**src/rtl/mem_wb_stage.sv**
```systemverilog
// mem_wb_stage: M->W pipeline register and write-back datapath.
// It latches the memory-stage results, then extracts and extends load
// bytes and halfwords. It selects the write-back source, drives the GRF
// write port, and counts the GPR writes that commit.
// Ports:
//   clk, reset (async, active-low), stall, flush (flush beats stall)
//   M_PC/M_we/M_WA/M_ALUOut/M_DMRD/M_LdType/M_WDSel : memory-stage inputs
//   W_PC/W_we/W_WA : registered write-back controls
//   W_WD           : write data, combinational from the W registers
//   W_retired      : count of committed GPR writes
module mem_wb_stage #(
  parameter logic [31:0]  PC_RESET = 32'h0000_3000,
  parameter int unsigned  CNT_W    = 32
) (
  input  logic             clk,
  input  logic             reset,
  input  logic             stall,
  input  logic             flush,
  input  logic [31:0]      M_PC,
  input  logic             M_we,
  input  logic [4:0]       M_WA,
  input  logic [31:0]      M_ALUOut,
  input  logic [31:0]      M_DMRD,
  input  logic [2:0]       M_LdType,
  input  logic [1:0]       M_WDSel,
  output logic [31:0]      W_PC,
  output logic             W_we,
  output logic [4:0]       W_WA,
  output logic [31:0]      W_WD,
  output logic [CNT_W-1:0] W_retired
);

  localparam logic [2:0] LD_LBU = 3'd1;
  localparam logic [2:0] LD_LB  = 3'd2;
  localparam logic [2:0] LD_LHU = 3'd3;
  localparam logic [2:0] LD_LH  = 3'd4;

  localparam logic [1:0] SEL_LOAD = 2'd1;
  localparam logic [1:0] SEL_PC8  = 2'd2;

  logic [31:0]      pc_q,   pc_d;
  logic             we_q,   we_d;
  logic [4:0]       wa_q,   wa_d;
  logic [31:0]      alu_q,  alu_d;
  logic [31:0]      dmrd_q, dmrd_d;
  logic [2:0]       lt_q,   lt_d;
  logic [1:0]       sel_q,  sel_d;
  logic [CNT_W-1:0] cnt_q,  cnt_d;

  logic             advance;
  logic [7:0]       ld_byte;
  logic [15:0]      ld_half;
  logic [31:0]      ld_data;

  // The W registers advance on a flush or on a fresh load. They do not
  // advance while stalled.
  assign advance = flush | ~stall;

  // Next state. A $0 destination never reaches W as a write.
  always_comb begin
    pc_d   = pc_q;
    we_d   = we_q;
    wa_d   = wa_q;
    alu_d  = alu_q;
    dmrd_d = dmrd_q;
    lt_d   = lt_q;
    sel_d  = sel_q;
    cnt_d  = cnt_q;
    if (flush) begin
      pc_d   = PC_RESET;
      we_d   = 1'b0;
      wa_d   = 5'd0;
      alu_d  = 32'd0;
      dmrd_d = 32'd0;
      lt_d   = 3'd0;
      sel_d  = 2'd0;
    end else if (!stall) begin
      pc_d   = M_PC;
      we_d   = M_we & (M_WA != 5'd0);
      wa_d   = M_WA;
      alu_d  = M_ALUOut;
      dmrd_d = M_DMRD;
      lt_d   = M_LdType;
      sel_d  = M_WDSel;
    end
    // The counted instruction is the one leaving W.
    if (advance && we_q) begin
      cnt_d = cnt_q + CNT_W'(1);
    end
  end

  // W register bank.
  always_ff @(posedge clk or negedge reset) begin
    if (!reset) begin
      pc_q   <= PC_RESET;
      we_q   <= 1'b0;
      wa_q   <= 5'd0;
      alu_q  <= 32'd0;
      dmrd_q <= 32'd0;
      lt_q   <= 3'd0;
      sel_q  <= 2'd0;
      cnt_q  <= '0;
    end else begin
      pc_q   <= pc_d;
      we_q   <= we_d;
      wa_q   <= wa_d;
      alu_q  <= alu_d;
      dmrd_q <= dmrd_d;
      lt_q   <= lt_d;
      sel_q  <= sel_d;
      cnt_q  <= cnt_d;
    end
  end

  // Load extraction. Halfword selection ignores offset bit 0.
  always_comb begin
    ld_byte = 8'd0;
    case (alu_q[1:0])
      2'd0:    ld_byte = dmrd_q[7:0];
      2'd1:    ld_byte = dmrd_q[15:8];
      2'd2:    ld_byte = dmrd_q[23:16];
      default: ld_byte = dmrd_q[31:24];
    endcase
    ld_half = alu_q[1] ? dmrd_q[31:16] : dmrd_q[15:0];
    case (lt_q)
      LD_LBU:  ld_data = {24'd0, ld_byte};
      LD_LB:   ld_data = {{24{ld_byte[7]}}, ld_byte};
      LD_LHU:  ld_data = {16'd0, ld_half};
      LD_LH:   ld_data = {{16{ld_half[15]}}, ld_half};
      default: ld_data = dmrd_q;
    endcase
  end

  // Write-back source select. PC+8 wraps modulo 2^32.
  always_comb begin
    case (sel_q)
      SEL_LOAD: W_WD = ld_data;
      SEL_PC8:  W_WD = pc_q + 32'd8;
      default:  W_WD = alu_q;
    endcase
  end

  assign W_PC      = pc_q;
  assign W_we      = we_q;
  assign W_WA      = wa_q;
  assign W_retired = cnt_q;

endmodule
```
**config.mk**
```make
export PLATFORM = sky130hd
export DESIGN_NAME = mem_wb_stage
export DESIGN_NICKNAME = d
export VERILOG_FILES = /design/src/rtl/mem_wb_stage.sv
export SDC_FILE = /design/constraint.sdc
export NUM_CORES = 1
export LEC_CHECK = 0
export CORE_MARGIN = 1
export CORE_UTILIZATION = 53
export CTS_CLUSTER_SIZE = 8
export DETAILED_ROUTE_END_ITERATION = 16
export PLACE_DENSITY = 0.95
export SYNTH_ARGS = -nofsm -noshare
export SYNTH_HDL_FRONTEND = slang
export SYNTH_SLANG_ARGS = --single-unit
```
**constraint.sdc**
```tcl
create_clock -name clk -period 5 [get_ports clk]
set_input_delay 1 -clock clk [delete_from_list [all_inputs] [get_ports clk]]
set_output_delay 1 -clock clk [all_outputs]
set_load 0.05 [all_outputs]
```
After elaboration in Yosys (flattened, before gate mapping) --
Index checks and enable logic that the tools add are counted.
Word-level totals: flip-flop bits (word level) 139, latch bits 0, bits in writable memories 0, ROM bits 0, bits of input ports 111, output and inout bits 102, memories kept 0
Operators by class: add/subtract/negate cells 2, multipliers 0, div/mod/pow operators 0, $lt $le $gt $ge 0, equal/unequal tests 9, shift operators 0, mux-type cells 18, bitwise gates (word level) 3, reductions and logical operators 3
Operators with widths (count):
- $mux 32 | 6
- $pmux 32 s4 | 1
- $pmux 32 s2 | 1
- $add 32x1->32 const B | 1
- $add 32x4->32 const B | 1
- $pmux 8 s3 | 1
- $mux 16 | 1
- $mux 5 | 2
- $eq 3x2->1 const B | 2
- $mux 3 | 2
- $reduce_bool 5->1 | 1
- $eq 2x1->1 const B | 2
- $eq 2x2->1 const B | 2
- $mux 2 | 2
- $eq 3x1->1 const B | 1
- $eq 3x3->1 const B | 1
- $logic_not 2->1 | 1
- $mux 1 | 2
- $ne 2x1->1 const B | 1
- $and 1x1->1 | 1
- $logic_and 1x1->1 | 1
- $not 1->1 | 1
- $or 1x1->1 | 1

Depth between registers and ports, before layout --
depth after elaboration 4, mapped depth 9, depth with buffers taken out 7

Worst setup path before layout --
Ideal clock, no wire load.
kind register to output, start point reg sel_q[0], end point out W_WD[7], arrival 2.893 ns, required time 4.000 ns, setup slack 1.107 ns, cell stages (with the launch flop) 6, buffers on the path 1, path through dfrtp_1 inv_1 ha_1 clkbuf_1 nand2b_1 o311ai_0
On the way: cells in the longest elaborated chain, start to end 2
RTL lines:
- start: declaration | line 47 | logic [1:0] sel_q, sel_d;
- start signal: assignment | line 110 | sel_q <= sel_d;
- $eq 2x2->1 / $eq 2x1->1 (equally long branches) | line 136 | case (sel_q)
- $pmux 32 s2 (*) | line 136
- end: declaration | line 29 | output logic [31:0] W_WD,
Mark *: on every way between the ends. The rest lies on a longest branch, timed or not.

Final worst setup path --
start point reg sel_q[0], end point out W_WD[11]
Same word-level chain as after synthesis.

==> out/metrics.yaml <==
criticalPathCategory: "reg2out"
grt_pass1_wl_microns: 38100
yosys-top-cells-area: "dfrtp_1 44%, mux2i_1 14%, nor2_1 7.1%, xnor2_1 4.6%, nand2_1 2.8%"
rrSetupSlack_ns: 2.91
internal_power_mw: 2.18
cp.required_ns: 4.00
cts_tree: "done"
cts_setup_buffers: 0
leakage_nw: 4.64
rows: 43
worstMarginPinSlew_ns: 0.976
synthMuxAreaShare: 0.163
io_pins: 213
post-place-cells: 1140
yosys.area.top_type_share: 0.441
layout.nets: 1094
layout-drive-gt1-share: 0.0877
die_w_microns: 123
num-fill-cells: 997
ys_seq_elements: 139
skew_ns: 0.00680
drc: 0
yosysUniqueCellTypes: 50
place_ws_ns: 1.07
die_area_sq_um: 15200
synth_nets: 900
p_sw_mw: 1.07
cap_violations: 0
grt_max_degree: 111
grt-ovfl-total: 0
initial_core_util: 0.552
comb_power_share: 0.231
core_area_sq_um: 14100
yosysSeqAreaShare: 0.448
slew_violations: 0
whs_ns: 0.490
insertion_delay_ns: 0.43
hpwl_microns: 17600
io_buffers: 212
finalCritPeriodShare: 0.882
synthSimpleGateAreaFrac: 0.188
end_kind: "output port"
yosys_most_used_dff: "dfrtp_1"
syn_area_per_cell_sq_um: 9.91
synth_async_sr_flop_share: 1.00
worstRegToRegCells: 6
hold_path_startpoint: "W_retired[11]$_DFFE_PN0P_"
max_freq_mhz: 227
clock_path_buffers: 2
hold_depth: 1
synth_compound_area_frac: 0.0964
first_iter_violations: 603
synth-xor-area-share: 0.0653
antenna_found_initial: 0
power_density_nw_per_um2: 309
grt_pass1_vias: 6983
routed_wl_microns: 24600
ant_nets: 0
fin_crit_ns: 4.41
finalPower_mw: 3.25
sw_frac_of_total: 0.328
area_growth_syn_to_layout_pct: 35.2
hold_class: "reg2reg"
timing.rr.start: "W_retired[0]$_DFFE_PN0P_"
finalSetupTns_ns: 0
cp_max_fo: 19
status: "finished clean"
setup_slack_ns: 0.592
h-tree-depth: 4
gp_congestion: 0.948
synth_most_common_cell: "nor2_1"
hold_buffers: 0
instances_no_fill: 1172
vdd_drop_max_mv: 0.405
num_vias: 7013
synth_area_leader_cell: "dfrtp_1"
cts_sinks: 139
antenna_cells: 0
hold_violations: 0
synthCells: 785
r2r-end: "W_retired[24]$_DFFE_PN0P_"
placed_cell_area_sq_um: 9950
synth_top_family_by_area: "simple AND/OR/NAND/NOR gates"
arrival_ns: 3.41
worstSetupStartpoint: "sel_q[0]$_DFFE_PN0N_"
critPathLaunchType: "flop"
syn-cell-area_sq_um: 7780
fin_area_sq_um: 10500
setup_viol: 0
cts_root_buffer: "clkbuf_16"
rsz0062_at_grt: "false"
utilization: 0.746
clkTransAtPathRegs_ns: 0.06
die_y_microns: 123
synth_common_cells: "148 x nor2_1, 137 x dfrtp_1, 112 x mux2i_1"
cts.repair.resized: 0
drtPass1Iterations: 7
power_frac_seq: 0.398
synth_warnings: 0
synth_edf_count: 0
pwr-share-clk: 0.371
cts_made_buffers: 17
synthAdderAreaFrac: 0.00772
via_per_inst: 5.98
drt-wirelength-per-cell_microns: 21.0
min_to: "W_retired[11]$_DFFE_PN0P_"
slew_headroom: 0.349
grt_util_all_layers: 0.338
## cell type report
cell class	count	area, sq um	share of cell area
inverter	10	37.5	0.00357
timing repair buffer	223	2160	0.206
clock buffer	18	429	0.0408
clock inverter	14	136	0.0130
tap	180	225	0.0214
sequential	139	3480	0.331
multi-input combinational	588	4050	0.385
## power groups by stage
stage	combinational (mW)	sequential, mW	clock (mW)
after global placement	0.738	1.30	0
after CTS	0.751	1.29	1.22
final	0.751	1.29	1.21
after floorplan	0.342	1.39	0
after detailed placement	0.747	1.31	0
after global routing	0.795	1.30	1.27
## state kept, by name (all words and copies together), names as in the netlist
signal     flops
W_we           1
dmrd_q        32
W_retired     32
alu_q         32
W_PC          32
sel_q          2
lt_q           3
W_WA           5
## worst max-delay path by stage
stage,endpoint
finish,W_WD[11]
floorplan,W_WD[7]
CTS,W_WD[18]
global placement,W_WD[11]
detailed placement,W_WD[10]
global route,W_WD[11]
## metal layers
layer,vias up,share of wire,GRT usage
li1,3180,-,-
met1,3412,0.39,0.418
met2,372,0.49,0.553
met3,49,0.092,0.104
met4,0,0.030,0.128
met5,-,0,0
## cell usage in the layout, fill, tap and decap left out, types with 6 or more instances in the layout
cell type	Yosys	routed
o21ai_0	16	16
buf_4	1	28
xnor2_1	41	41
clkdlybuf4s50_1	0	193
dfrtp_1	137	137
nor2b_1	11	11
nand2_1	59	59
a211oi_1	7	7
a21oi_1	16	16
o211ai_1	7	7
nor2_1	148	148
a22oi_1	7	7
xor2_1	17	17
mux4_2	6	6
a221oi_1	6	6
nand3_1	30	30
nand4_1	15	15
and3_1	13	13
o221ai_1	13	13
o221ai_2	8	8
clkbuf_16	0	17
inv_1	10	10
mux2i_1	112	112
and4_1	8	8
## cells by family after synthesis
kind of cell	Yosys count
xor+xnor	58
simple gates	310
fa+ha+maj	5
flops	139
compound gates	96
buf+inv	58
mux	119
## worst max-delay path: stages (launching register included)
cell             delay [ns]
dfrtp_1                0.38
inv_1                  0.06
ha_1                   0.55
nor2b_1                0.70
o221ai_1               0.25
o211ai_1               0.19
clkdlybuf4s50_1        0.85
(Power assumes the default switching activity.)
